--- src/rtl/pipe_stage_bank.sv ---
// -----------------------------------------------------------------------------
// pipe_stage_bank
//
// Parametrised N-lane pipeline register stage. One instance sits between two
// adjacent core pipeline stages (F2/DEC, DEC/ISS, ISS/EX, EX/LSU, LSU/WB) and
// carries a bundle of LANES lanes, each with a valid bit and a payload, plus
// the PC of the oldest lane. Lane 0 is the oldest lane of the bundle.
//
// Per-cycle priority: reset_i > flush_i > squash_i > stall_i > load.
//   flush_i  : every lane becomes invalid; the PC register holds.
//   squash_i : with m the lowest set bit, every held lane j > m is killed.
//              Lanes 0..m either hold (stall_i) or load as usual.
//   stall_i  : every register holds, including the PC.
//   load     : lane k takes valid_i[k] && !bubble_i[k] and its payload.
//
// Ports:
//   clock_i      in   core clock
//   reset_i      in   synchronous active-high reset
//   stall_i      in   hold the stage contents
//   flush_i      in   invalidate every lane
//   bubble_i     in   [LANES]          load an empty lane instead of lane k
//   squash_i     in   [LANES]          kill held lanes younger than lane k
//   valid_i      in   [LANES]          incoming per-lane valid
//   data_i       in   [LANES*DATA_W]   lane k at [k*DATA_W +: DATA_W]
//   pc_i         in   [PC_W]           PC of incoming lane 0
//   valid_o      out  [LANES]          registered per-lane valid
//   data_o       out  [LANES*DATA_W]   registered payload
//   pc_o         out  [LANES*PC_W]     lane k = registered PC + 4*k
//   stall_cnt_o  out  [CNT_W]          saturating count of stalled cycles
//                                      holding at least one valid lane
//   bubble_cnt_o out  [CNT_W]          saturating count of bubbled / squashed
//                                      lanes
//
// CLEAR_ON_KILL selects whether a killed or bubbled lane has its payload
// zeroed (1) or held (0); its valid bit clears either way.
// -----------------------------------------------------------------------------
module pipe_stage_bank #(
    parameter int unsigned LANES         = 2,
    parameter int unsigned DATA_W        = 64,
    parameter int unsigned PC_W          = 32,
    parameter bit          CLEAR_ON_KILL = 1'b1,
    parameter int unsigned CNT_W         = 16
) (
    input  logic                    clock_i,
    input  logic                    reset_i,
    input  logic                    stall_i,
    input  logic                    flush_i,
    input  logic [LANES-1:0]        bubble_i,
    input  logic [LANES-1:0]        squash_i,
    input  logic [LANES-1:0]        valid_i,
    input  logic [LANES*DATA_W-1:0] data_i,
    input  logic [PC_W-1:0]         pc_i,
    output logic [LANES-1:0]        valid_o,
    output logic [LANES*DATA_W-1:0] data_o,
    output logic [LANES*PC_W-1:0]   pc_o,
    output logic [CNT_W-1:0]        stall_cnt_o,
    output logic [CNT_W-1:0]        bubble_cnt_o
);

    // Wide enough to count every lane once per cycle (a lane is either
    // killed or loaded, never both, so the per-cycle increment is <= LANES).
    localparam int unsigned INC_W = $clog2(LANES + 1);

    // -------------------------------------------------------------------------
    // State
    // -------------------------------------------------------------------------
    logic [LANES-1:0]             valid_q;
    logic [LANES-1:0][DATA_W-1:0] data_q;
    logic [PC_W-1:0]              pc_q;
    logic [CNT_W-1:0]             stall_cnt_q;
    logic [CNT_W-1:0]             bubble_cnt_q;

    // -------------------------------------------------------------------------
    // Next-state
    // -------------------------------------------------------------------------
    logic [LANES-1:0]             valid_d;
    logic [LANES-1:0][DATA_W-1:0] data_d;
    logic [PC_W-1:0]              pc_d;
    logic [LANES-1:0]             kill;
    logic [INC_W-1:0]             bubble_inc;
    logic                         stall_inc;
    logic                         squash_seen;

    // Value a dead lane's payload takes: zero, or its current contents.
    function automatic logic [DATA_W-1:0] dead_payload(input logic [DATA_W-1:0] cur);
        return (CLEAR_ON_KILL != 1'b0) ? '0 : cur;
    endfunction

    // Saturating add; the carry-out bit flags an overflow past all-ones.
    function automatic logic [CNT_W-1:0] sat_add(input logic [CNT_W-1:0] a,
                                                 input logic [INC_W-1:0] b);
        logic [CNT_W:0] s;
        s = {1'b0, a} + (CNT_W + 1)'(b);
        return s[CNT_W] ? {CNT_W{1'b1}} : s[CNT_W-1:0];
    endfunction

    // NOTE: combinational logic uses blocking assignments, and every variable
    // gets a default at the top so no path can leave it unassigned (a latch).
    always_comb begin
        valid_d     = valid_q;
        data_d      = data_q;
        pc_d        = pc_q;
        kill        = '0;
        bubble_inc  = '0;
        squash_seen = 1'b0;

        // Lane j dies when any older lane 0..j-1 requests a squash, which is
        // exactly "j > lowest set index". A squash on the top lane kills
        // nothing.
        for (int j = 0; j < LANES; j++) begin
            kill[j]     = squash_seen;
            squash_seen = squash_seen | squash_i[j];
        end

        for (int k = 0; k < LANES; k++) begin
            if (flush_i) begin
                valid_d[k] = 1'b0;
                data_d[k]  = dead_payload(data_q[k]);
            end else if (kill[k]) begin
                // Squash beats both stall and load; only lanes that actually
                // held an instruction count as killed.
                valid_d[k] = 1'b0;
                data_d[k]  = dead_payload(data_q[k]);
                if (valid_q[k]) begin
                    bubble_inc = bubble_inc + INC_W'(1);
                end
            end else if (!stall_i) begin
                if (bubble_i[k]) begin
                    valid_d[k] = 1'b0;
                    data_d[k]  = dead_payload(data_q[k]);
                    // Count only lanes the bubble actually invalidated.
                    if (valid_i[k]) begin
                        bubble_inc = bubble_inc + INC_W'(1);
                    end
                end else begin
                    valid_d[k] = valid_i[k];
                    data_d[k]  = data_i[k*DATA_W +: DATA_W];
                end
            end
        end

        // The bundle PC follows the load path only; flush and stall hold it,
        // while a squash alongside a load still takes the new PC.
        if (!flush_i && !stall_i) begin
            pc_d = pc_i;
        end
    end

    assign stall_inc = stall_i && !flush_i && (|valid_q);

    // -------------------------------------------------------------------------
    // Registers
    // -------------------------------------------------------------------------
    // NOTE: sequential state uses non-blocking assignments so every register
    // samples the pre-edge value of every other register.
    always_ff @(posedge clock_i) begin
        if (reset_i) begin
            // NOTE: the payload array is reset too, because data_o must read
            // zero straight out of reset; it is small flop storage, not a RAM.
            valid_q      <= '0;
            data_q       <= '0;
            pc_q         <= '0;
            stall_cnt_q  <= '0;
            bubble_cnt_q <= '0;
        end else begin
            valid_q      <= valid_d;
            data_q       <= data_d;
            pc_q         <= pc_d;
            if (stall_inc) begin
                stall_cnt_q <= sat_add(stall_cnt_q, INC_W'(1));
            end
            bubble_cnt_q <= sat_add(bubble_cnt_q, bubble_inc);
        end
    end

    // -------------------------------------------------------------------------
    // Outputs
    // -------------------------------------------------------------------------
    assign valid_o      = valid_q;
    assign data_o       = data_q;
    assign stall_cnt_o  = stall_cnt_q;
    assign bubble_cnt_o = bubble_cnt_q;

    // Per-lane PC is the registered bundle PC plus a constant lane offset;
    // the add wraps modulo 2^PC_W.
    for (genvar g = 0; g < LANES; g++) begin : g_lane_pc
        assign pc_o[g*PC_W +: PC_W] = pc_q + PC_W'(4 * g);
    end

endmodule

--- config.mk ---
export PLATFORM = sky130hd
export DESIGN_NAME = pipe_stage_bank
export DESIGN_NICKNAME = d
export VERILOG_FILES = /design/src/rtl/pipe_stage_bank.sv
export SDC_FILE = /design/constraint.sdc
export NUM_CORES = 1
export LEC_CHECK = 0
export CAP_MARGIN = 5
export CORE_ASPECT_RATIO = 0.7
export CORE_MARGIN = 5
export CORE_UTILIZATION = 37
export CTS_BUF_LIST = sky130_fd_sc_hd__clkbuf_2 sky130_fd_sc_hd__clkbuf_4 sky130_fd_sc_hd__clkbuf_8
export DETAILED_ROUTE_END_ITERATION = 6
export GPL_ROUTABILITY_DRIVEN = 0
export PLACE_DENSITY = 0.77
export RECOVER_POWER = 50
export SYNTH_ARGS = -nofsm -noshare
export SYNTH_HDL_FRONTEND = slang
export SYNTH_SLANG_ARGS = --single-unit
--- constraint.sdc ---
create_clock -name clock_i -period 4.1 [get_ports clock_i]
set_input_delay 1.23 -clock clock_i [delete_from_list [all_inputs] [get_ports clock_i]]
set_output_delay 1.23 -clock clock_i [all_outputs]
set_load 0.05 [all_outputs]
Yosys cells after proc, flatten, opt, wreduce, memory -nomap -nowiden --
Index checks and enable logic that the tools add are counted.
Storage, ports and cells: flip-flop bits (word level) 194, input port bits 170, output and inout port bits 226, logic and storage cells 35
Cells by class: add/subtract/negate cells 4, multiplexer cells 16, reduce and logical (&&, ||, !) cells 8
Operators by type and width (number):
- $mux 64 | 2
- $add 32x3->32 const B | 1
- $mux 16 | 2
- $add 16x1->17 const B | 1
- $add 16x2->17 | 1
- $mux 2 | 7
- $mux 1 | 5
- $reduce_or 2->1 | 2
- $logic_and 1x1->1 | 3
- $reduce_or 3->1 | 1
- $add 2x1->2 const B | 1
- $logic_not 1->1 | 2

Depth between registers and ports, before layout --
word-level depth 12, mapped depth 15, gate-level depth less buffers 13

Worst setup path after synthesis --
Ideal clock, no wire load.
kind input to register, start point input stall_i, end point register bubble_cnt_q[13] (netlist: bubble_cnt_o[13]), setup time 0.074 ns, arrival 4.054 ns, required time 4.026 ns, setup slack -0.028 ns, cell stages on the path 15, cell sequence clkbuf_1 nor2_1 and3_1 ha_1 a32oi_1 or3_1 a21oi_1 ha_1 inv_1 fa_1 nand3b_1 nor2_1 nand2_1 clkbuf_1 a31oi_1
Between the ends: cells in the longest elaborated chain, start to end 10, elaborated cells on any way between the ends 11, classes of those cells add/sub (2); mux (9)
Ends and longest elaborated chain:
- start, declared | line 46 | input logic stall_i,
- $mux 1 | line 127 | end else if (!stall_i) begin
- $mux 2 | line 116 | if (flush_i) begin
- $add 2x1->2 | line 125, 133
- $mux 2 | line 132 | if (valid_i[k]) begin
- $mux 2 | line 128 | if (bubble_i[k]) begin
- $mux 2 | line 127
- $mux 2 | line 119 | end else if (kill[k]) begin
- $mux 2 (*) | line 116
- $add 16x2->17 (*) | line 93 | s = {1'b0, a} + (CNT_W + 1)'(b);
- $mux 16 (*) | line 94 | return s[CNT_W] ? {CNT_W{1'b1}} : s[CNT_W-1:0];
- end signal, assigned | line 172 | bubble_cnt_q <= sat_add(bubble_cnt_q, bubble_inc);
- end, declared | line 71 | logic [CNT_W-1:0] bubble_cnt_q;
Mark *: on every way between the ends. The rest lies on a longest branch, timed or not. A chain may end at the register's enable or synchronous reset.

Final worst setup path --
start point input flush_i, end point register bubble_cnt_q[14] (netlist: bubble_cnt_o[14])
Between the ends: cells in the longest elaborated chain, start to end 9, elaborated cells on any way between the ends 10, classes of those cells add/sub (2); mux (8)
Ends and longest elaborated chain:
- start, declared | line 47 | input logic flush_i,
- $mux 2 | line 116
- $add 2x1->2 | line 125, 133
- $mux 2 | line 132
- $mux 2 | line 128
- $mux 2 | line 127
- $mux 2 | line 119
- $mux 2 (*) | line 116
- $add 16x2->17 (*) | line 93
- $mux 16 (*) | line 94
Marked as above.

==> results.py <==
metrics = {
    "die": {
        "floorplan.rows": 44,
        "die-area_sq_mm": 0.0238,
        "die_h_microns": 130,
        "initial_utilization": 0.374,
        "die_x_microns": 182,
        "io_pins": 396,
        "coreArea_sq_mm": 0.0205,
    },
    "synthesis": {
        "synth_fp_nets": 1040,
        "yosysSeqAreaShare": 0.506,
        "synth_area_per_cell_sq_um": 8.89,
        "synthCells": 863,
        "synth_top_area_cell": "dfxtp_1",
        "ys_warn_count": 0,
        "synth_top_cell_area_share": 0.506,
        "synth-main-ff-cell": "dfxtp_1",
        "synth-edff-count": 0,
        "synth_area_sq_mm": 0.00767,
        "synthTopCellsByArea": "dfxtp_1 51%, a22oi_1 13%, nor2_1 7.7%, nand2_1 4.1%, a21oi_1 3.5%",
        "async_flop_share": 0,
        "synthDistinctLibCells": 50,
        "synth_seq_cells": 194,
    },
    "timing": {
        "tightestPinTransition_ns": 2.03,
        "final_max_slew_viol_count": 33,
        "setup_viol": 0,
        "fin_skew_ns": 0.0214,
        "finalCritPeriodShare": 0.967,
        "rsz0062_at_grt": "no",
        "hold_viol_final": 0,
        "max_freq_mhz": 252,
        "slew_headroom": -0.352,
        "worst_hold_slack_ns": 0.492,
        "layout_min_cycle_time_ns": 3.96,
    },
    "run_status": {
        "violations": "capacitance limit, slew limit",
        "status": "finished, violations left",
    },
    "global_route": {
        "grt_busiest_layer": "met2",
        "grtUsageTotal": 0.215,
        "grt_util_met3": 0.0797,
        "antenna_found_initial": 2,
        "grt_pass1_wl_microns": 41100,
        "grt_overflow_total": 0,
        "first_global_vias": 7376,
        "grt_max_degree": 88,
        "grt_use_met1": 0.266,
        "grt_use_met2": 0.359,
    },
    "setup_path": {
        "crit_arrival_ns": 4.30,
        "cp-start-kind": "input port",
        "critPathKind": "input port to flop",
        "cpMaxStageDelayCell": "dlygate4sd3_1",
        "end_kind": "flop",
        "slowest_delay_ns": 0.56,
        "worst-path-buf-inv": 3,
        "crit_path_max_fanout": 5,
        "path_delay_family": "simple AND/OR/NAND/NOR gates",
        "worstPathCellList": "dlygate4sd3_1 -> nor2_2 -> and3_1 -> ha_1 -> a32oi_1 -> or3_1 -> a21oi_2 -> ha_2 -> inv_1 -> fa_1 -> nand3b_1 -> buf_4 -> nor4_2 -> and3b_1 -> nor3_1",
        "required_ns": 4.43,
    },
    "cts": {
        "cts-root-buf": "clkbuf_8",
        "cts_buffers": 17,
        "cts_hold_buf": 0,
        "clockBufferDepth": 2,
        "clk_pin_slew_ns": 0.10,
        "clk_latency_ns": 0.47,
        "cts.sinks": 194,
        "h-tree-depth": 4,
        "cts_tree": "built",
    },
    "placed_design": {
        "placed_area_sq_mm": 0.0119,
        "dp_hpwl_microns": 20400,
        "placement.io_buffers": 394,
    },
    "finish": {
        "fin_area_sq_mm": 0.0123,
        "layout.area.seq_sq_mm": 0.00388,
        "syn_to_final_growth_pct": 60.1,
        "layout-drive-gt1-share": 0.0624,
        "fill_cells": 1758,
        "num_antenna_cells": 0,
        "nets": 1414,
        "multi_input_area_sq_mm": 0.00350,
    },
    "routing": {
        "finalWirelength_microns": 27300,
        "dr.pass1.iters": 5,
        "wl_per_cell_microns": 17.9,
        "drt_iter0_markers": 583,
        "ant_nets": 0,
        "vias_per_cell": 5.08,
        "vias": 7757,
        "drc_errors": 0,
    },
    "power_and_ir_drop": {
        "peakVddDrop_mv": 0.238,
        "powerDensity_mw_per_mm2": 308,
        "p_total_w": 0.00379,
        "power.leakage_nw": 4.58,
    },
    "hold_path": {
        "hp-class": "flop to flop",
    },
    "run": {
        "drv_cap": 1,
    },
}
## state kept, by name (all words and copies together) (netlist names)
name	count
valid_o	2
bubble_cnt_o	16
pc_q	32
data_o	128
stall_cnt_o	16
## power breakdown
part	leakage (nW)	total, W	switching, W	internal (W)
logic	2.82	0.000620	0.000348	0.000272
clock network	0.190	0.00122	0.000760	0.000458
registers	1.57	0.00195	0.0000318	0.00192
total	4.58	0.00379	0.00114	0.00265
## layout by cell type, fill, tap and decap left out, types with 9 or more instances in the layout
cell type	netlist	layout
dlygate4sd3_1	0	32
nand4_1	18	18
buf_4	2	23
nand2_1	84	84
nand3_1	18	18
inv_1	15	15
clkdlybuf4s50_1	0	341
nor2_1	157	152
dlymetal6s2s_1	0	12
dfxtp_1	194	194
a22oi_1	128	128
and3_1	9	9
xnor2_1	28	28
xor2_1	11	11
a21oi_1	53	52
nor3_1	9	9
clkbuf_8	0	17
## final cells by class
class                      count  area share
sequential                   194       0.316
clock buffer                  18      0.0197
multi-input combinational    592       0.285
clock inverter                14      0.0115
tap                          276      0.0281
timing repair buffer         417       0.335
inverter                      15     0.00458
## layer usage
metal,share of wire,wire (microns),vias to the layer above
li1,-,-,3790
met1,0.41,11300,3622
met2,0.47,12900,299
met3,0.090,2460,42
met4,0.022,588,4
met5,0.00099,27,-
## timing repair
action	CTS	global route
setup endpoints to repair	6	20
buffers inserted	0	2
gates resized for setup	5	17
## worst paths after layout
kind                                          to        from  cells after the start  slack [ns]
worst min-delay path                    pc_q[20]    pc_q[20]                      2        0.49
worst min register to register          pc_q[20]    pc_q[20]                      2        0.49
worst max-delay path            bubble_cnt_o[14]     flush_i                     15        0.14
worst max register to register  bubble_cnt_o[14]  valid_o[1]                     11        1.69
## Yosys cell counts, drive strengths merged (4+ instances only)
master    n
a311oi    5
nor3     12
nor3b     7
nor4b     4
a21oi    53
nand3    18
ha        6
nand4    18
a311o     4
xnor2    28
dfxtp   194
clkbuf   38
nor4      7
a22oi   128
inv      15
nand2    84
and3      9
nor2    157
buf      24
a31oi     6
xor2     11
## stage by stage
| stage | setup slack [ns] | TNS (ns) | utilization | std cells |
|---|---|---|---|---|
| 4_1_cts | 0.00418 | 0 | 0.596 | 1524 |
| 3_5_place_dp | -0.347 | -4.17 | 0.578 | 1492 |
| 2_1_floorplan | 0.0951 | 0 | - | 863 |
| 3_3_place_gp | -0.283 | -3.18 | 0.578 | 1492 |
| 6_report | 0.136 | 0 | 0.598 | 1526 |
| 5_1_grt | 0.00196 | 0 | 0.598 | 1526 |
## worst register-to-register path, stage by stage (launching register included)
cell	delay, ns
dfxtp_1	0.35
ha_1	0.29
nand2_1	0.06
a21oi_2	0.12
ha_2	0.18
inv_1	0.05
fa_1	0.38
nand3b_1	0.17
buf_4	0.16
nor4_2	0.29
and3b_1	0.20
nor3_1	0.04
## logic make-up (layout without fill, tap and decap cells)
kind of cell / after synthesis / after routing / synth area share
XOR/XNOR: 39 / 39 / 0.0445
AO/OA/AOI/OAI: 206 / 206 / 0.187
AND/OR/NAND/NOR: 339 / 339 / 0.206
flip-flops: 194 / 194 / 0.506
adder cells (fa/ha/maj): 7 / 7 / 0.0124
buffers and inverters: 77 / 464 / 0.0421
multiplexers: 1 / 1 / 0.00131
Power figures use the tool's default switching activity.
